### src/rtl/mem_ctrl_arbiter.sv
// Byte-serial RAM/IO responder: MEM has fixed priority over IF, registered bus
// outputs, read data returned LAT cycles after acceptance on the issuing client port.
module mem_ctrl_arbiter #(
   parameter logic [31:0] IO_BASE = 32'h00030000,
   parameter int unsigned LAT     = 2
) (
   input  logic        clk,
   input  logic        rst,
   input  logic        mem_req,
   input  logic        mem_r_w,
   input  logic [31:0] mem_req_addr,
   input  logic [7:0]  mem_req_data,
   output logic        mem_grant_o,
   output logic [7:0]  mem_data_o,
   output logic        mem_data_valid_o,
   input  logic        if_req,
   input  logic [31:0] if_req_addr,
   output logic        if_grant_o,
   output logic [7:0]  if_data_o,
   output logic        if_data_valid_o,
   input  logic [7:0]  ram_din,
   input  logic        io_buffer_full,
   output logic [31:0] ram_a,
   output logic [7:0]  ram_dout,
   output logic        ram_wr
);

   logic            mem_io_block;
   logic            rd_issue;
   logic            rd_client;
   logic [31:0]     ram_a_q, ram_a_d;
   logic [7:0]      ram_dout_q, ram_dout_d;
   logic            ram_wr_q, ram_wr_d;
   logic [7:0]      mem_data_q, mem_data_d;
   logic [7:0]      if_data_q, if_data_d;
   // Tag shift register: bit 0 is stage 1; client 1 = MEM, 0 = IF.
   logic [LAT-1:0]  tag_v_q, tag_v_d;
   logic [LAT-1:0]  tag_c_q, tag_c_d;

   // IF is refused whenever MEM requests (even when blocked) so fetches cannot
   // overtake a held-off store.
   assign mem_io_block = mem_req & mem_r_w & (mem_req_addr >= IO_BASE) & io_buffer_full;
   assign mem_grant_o  = mem_req & ~mem_io_block & ~rst;
   assign if_grant_o   = if_req & ~mem_req & ~rst;

   assign rd_issue  = (mem_grant_o & ~mem_r_w) | if_grant_o;
   assign rd_client = mem_grant_o;

   always_comb begin
      ram_a_d    = ram_a_q;
      ram_dout_d = ram_dout_q;
      ram_wr_d   = 1'b0;
      mem_data_d = mem_data_q;
      if_data_d  = if_data_q;
      tag_v_d    = {tag_v_q[LAT-2:0], rd_issue};
      tag_c_d    = {tag_c_q[LAT-2:0], rd_client};
      if (mem_grant_o) begin
         ram_a_d  = mem_req_addr;
         ram_wr_d = mem_r_w;
         if (mem_r_w) ram_dout_d = mem_req_data;
      end else if (if_grant_o) begin
         ram_a_d = if_req_addr;
      end
      if (tag_v_q[LAT-2]) begin
         if (tag_c_q[LAT-2]) mem_data_d = ram_din;
         else                if_data_d  = ram_din;
      end
   end

   always_ff @(posedge clk) begin
      if (rst) begin
         ram_a_q    <= '0;
         ram_dout_q <= '0;
         ram_wr_q   <= 1'b0;
         mem_data_q <= '0;
         if_data_q  <= '0;
         tag_v_q    <= '0;
         tag_c_q    <= '0;
      end else begin
         ram_a_q    <= ram_a_d;
         ram_dout_q <= ram_dout_d;
         ram_wr_q   <= ram_wr_d;
         mem_data_q <= mem_data_d;
         if_data_q  <= if_data_d;
         tag_v_q    <= tag_v_d;
         tag_c_q    <= tag_c_d;
      end
   end

   assign ram_a            = ram_a_q;
   assign ram_dout         = ram_dout_q;
   assign ram_wr           = ram_wr_q;
   assign mem_data_o       = mem_data_q;
   assign if_data_o        = if_data_q;
   assign mem_data_valid_o = tag_v_q[LAT-1] & tag_c_q[LAT-1];
   assign if_data_valid_o  = tag_v_q[LAT-1] & ~tag_c_q[LAT-1];

endmodule
### config.mk
export PLATFORM = sky130hd
export DESIGN_NAME = mem_ctrl_arbiter
export DESIGN_NICKNAME = d
export VERILOG_FILES = /design/src/rtl/mem_ctrl_arbiter.sv
export SDC_FILE = /design/constraint.sdc
export NUM_CORES = 1
export LEC_CHECK = 0
export BUFFER_PORTS_ARGS = -buffer_cell sky130_fd_sc_hd__buf_2
export CAP_MARGIN = 20
export CORE_MARGIN = 8
export CORE_UTILIZATION = 40
export DETAILED_ROUTE_END_ITERATION = 12
export GPL_TIMING_DRIVEN = 0
export PLACE_DENSITY = 0.79
export RECOVER_POWER = 25
export SLEW_MARGIN = 20
export SYNTH_ARGS = -nofsm -noshare
export SYNTH_HDL_FRONTEND = slang
export SYNTH_SLANG_ARGS = --single-unit
export TNS_END_PERCENT = 1
### constraint.sdc
create_clock -name clk -period 2.2 [get_ports clk]
set_input_delay 0.33 -clock clk [delete_from_list [all_inputs] [get_ports clk]]
set_output_delay 0.33 -clock clk [all_outputs]
set_load 0.01 [all_outputs]
==> results.cfg <==
[routing]
vias = 2947
drt-initial-drc-count = 119
routedWlPerCell_um = 17.60
drt-pass1-iter-count = 5
drc = 0
via_per_inst = 5.188
wl_mm = 9.995
ant_nets = 0

[grt]
busiest_layer = met2
grt_antenna_before_repair = 0
grt-ovfl-total = 0
grt_pass1_vias = 3030
use_met3_pct = 6.392
grt_pass1_wl_mm = 15.10
grtUsageMet1_pct = 21.92
grt.met2_usage_pct = 30.23
grt.total_usage_pct = 18.64
grt_max_degree = 12

[finish]
layout-drive-gt1-share_pct = 36.46
fillers = 677
syn_to_final_growth_pct = 36.88
nets = 550
layout.cells.non_filler = 568
design_area_mm2 = 0.004026
antenna_cells = 0

[logic_synthesis]
avgSynthCellArea_um2 = 9.551
syn_area_mm2 = 0.002942
ys_types = 27
synth_top_cell_by_area = dfxtp_1
ys_seq_area_share_pct = 41.51
synth_commonest_cells = dfxtp_1 (61), nor2b_1 (36), inv_1 (33)
synth-edff-count = 0
synthFlopType = dfxtp_1
synth.most_common_cell = dfxtp_1
synth_area_leaders = dfxtp_1 (42%), nor2b_1 (7.7%), a221oi_1 (6.6%)
synthArstFlopShare_pct = 0
yosys_warnings = 0
synthCells = 308
synth_top_area_share_pct = 41.51
synth_nets = 394
synth_seq_cells = 61

[setup_path]
crit_start = mem_req_addr[18]
timing.rr.end = if_data_o[3]
cpMostUsedCell = buf_6
cp.arrival_ps = 1850
r2r-start = tag_v_q[0]
worst-path-max-fanout = 3
ff2ff_path_depth = 4
worst_ep_required_time_ps = 1870
slowest_stage = or4_4
cp_num_cells = 6
end_kind = primary output
critPathCapture = mem_grant_o
cpPeakStageDelay_ps = 560
reg2reg_slack_ps = 870
worstPathBufferInverterCount = 3
critPathTopFamily = simple AND/OR/NAND/NOR gates
cp-start-kind = input pin
worstPathCellList = buf_6 -> or4_4 -> o41ai_4 -> buf_6 -> and3b_1 -> buf_6
criticalPathCategory = input pin to primary output

[floorplan]
die_w_um = 101.8
dieArea_mm2 = 0.01035
core_mm2 = 0.007176
die-height_um = 101.8
rows = 31
ios = 147
initial_utilization_pct = 40.99

[job]
max_cap_violations = 0

[clocking]
cts_root_buf = clkbuf_8
cts.clk_slew.worst_paths_ps = 70
numCtsBuffers = 9
clk_latency_ps = 330
cts_htree_levels = 3
cts.sinks = 61
cts_buffer_depth = 2
cts_hold_buf = 0
cts_tree = built

[timing]
skew_ps = 6.166
final_hold_viol_count = 0
slew_headroom_pct = 50.98
fmax_ghz = 0.4591
finalMaxSlewViolations = 0
whs_ps = 256.2
grt_setup_unrepaired = true
setup_viol = 0
post-route-period-util_pct = 99.02
min_period_ps = 2178
tightest_slew_ps = 735.4

[power]
power_leakage_nw = 1.816
irDropWorstVdd_mv = 0.3216
p_per_area_mw_per_mm2 = 704.1

[hold_path]
min_path_type = input pin to flop

[placement]
place_congestion = 0.8381
post_dp_cell_area_mm2 = 0.003786
dpl.cell_count = 551
io_buffers = 144
place.detailed.hpwl_mm = 7.594

[outcome]
status = complete, no violations
## cells in the final DEF, fill, tap and decap left out
cell type / instances
inv_1: 33
dfxtp_1: 61
and2_1: 2
a21oi_1: 8
clkinv_2: 2
buf_2: 124
and3_1: 1
and4b_1: 1
clkbuf_4: 1
clkbuf_8: 10
o41ai_4: 1
clkinvlp_4: 1
a221oi_2: 10
or4_4: 2
a311oi_1: 22
a221oi_1: 22
bufinv_16: 2
clkbuf_1: 47
and3b_1: 2
a211o_1: 1
nand3_1: 8
nand2b_1: 16
mux2i_1: 17
clkinv_4: 1
buf_6: 5
nand2_1: 9
a311oi_2: 10
nor3b_1: 1
nor2b_1: 36
o41ai_1: 1
buf_4: 2
nor2_1: 9
or4_1: 1
## through the flow
stage / power (W) / setup TNS (ps) / worst slack (ps) / utilization [%]
after floorplan: 0.001518 / 0 / 5.397 / -
after global placement: 0.001722 / -2056 / -404.3 / 52.76
final: 0.002835 / 0 / 21.64 / 56.11
after detailed placement: 0.001738 / -2888 / -413.3 / 52.76
after CTS: 0.002865 / -32.00 / -32.00 / 56.25
after global routing: 0.002956 / -23.81 / -23.81 / 56.11
## logic make-up (layout without fill, tap and decap cells)
| group | Yosys count | count (layout) | synth area share, % |
|---|---|---|---|
| AO/OA/AOI/OAI | 75 | 75 | 25.82 |
| buffers and inverters | 67 | 228 | 9.443 |
| flip-flops | 61 | 61 | 41.51 |
| multiplexers | 17 | 17 | 5.785 |
| AND/OR/NAND/NOR | 88 | 88 | 17.44 |
## routing by layer
metal / wire [µm] / vias up
met5: 0 / -
met2: 4729 / 115
li1: - / 1427
met3: 896 / 8
met1: 4234 / 1397
met4: 134 / 0
## where the power goes
part | internal, W | switching, W | leakage [nW]
sequential | 0.00117 | 0.0000308 | 0.502
combinational | 0.000235 | 0.000278 | 1.20
clock | 0.000667 | 0.000452 | 0.112
total | 0.00207 | 0.000761 | 1.82
## cell type report
| class | instances | area (µm²) | share of cell area (%) |
|---|---|---|---|
| Buffer | 33 | 156.4 | 3.884 |
| Clock buffer | 10 | 137.6 | 3.418 |
| Clock inverter | 6 | 86.33 | 2.144 |
| Inverter | 33 | 123.9 | 3.076 |
| Multi-Input combinational cell | 180 | 1458 | 36.20 |
| Sequential cell | 61 | 1221 | 30.33 |
| Tap cell | 99 | 123.9 | 3.076 |
| Timing Repair Buffer | 146 | 719.4 | 17.87 |
## tightest hold or removal path: cells and delay by family
kind / cells / cell delay, ps
compound gates: 1 / 60
buf+inv: 2 / 140
## worst min-delay path by stage
stage	startpoint	endpoint	slack (ps)	cells past startpoint
global placement	mem_data_o[0]	mem_data_o[0]	440	2
CTS	mem_req_data[5]	ram_dout[5]	240	3
detailed placement	mem_data_o[7]	mem_data_o[7]	450	2
finish	mem_req_addr[12]	ram_a[12]	260	3
floorplan	if_req	tag_v_q[0]	470	2
global route	mem_req_addr[15]	ram_a[15]	240	3
## state kept, by name, indices dropped and copies added, names as in the netlist
name and count:
ram_wr 1, mem_data_o 8, if_data_o 8, tag_c_q 2, ram_a 32, ram_dout 8, tag_v_q 2
## repair_timing
action / CTS / global route
setup endpoints to repair: 2 / 2
pin swaps: 0 / 3
setup buffers: 2 / 0
resized for setup: 3 / 6
endpoints found under the hold margin: 0 / 0
(Power assumes the default switching activity.)
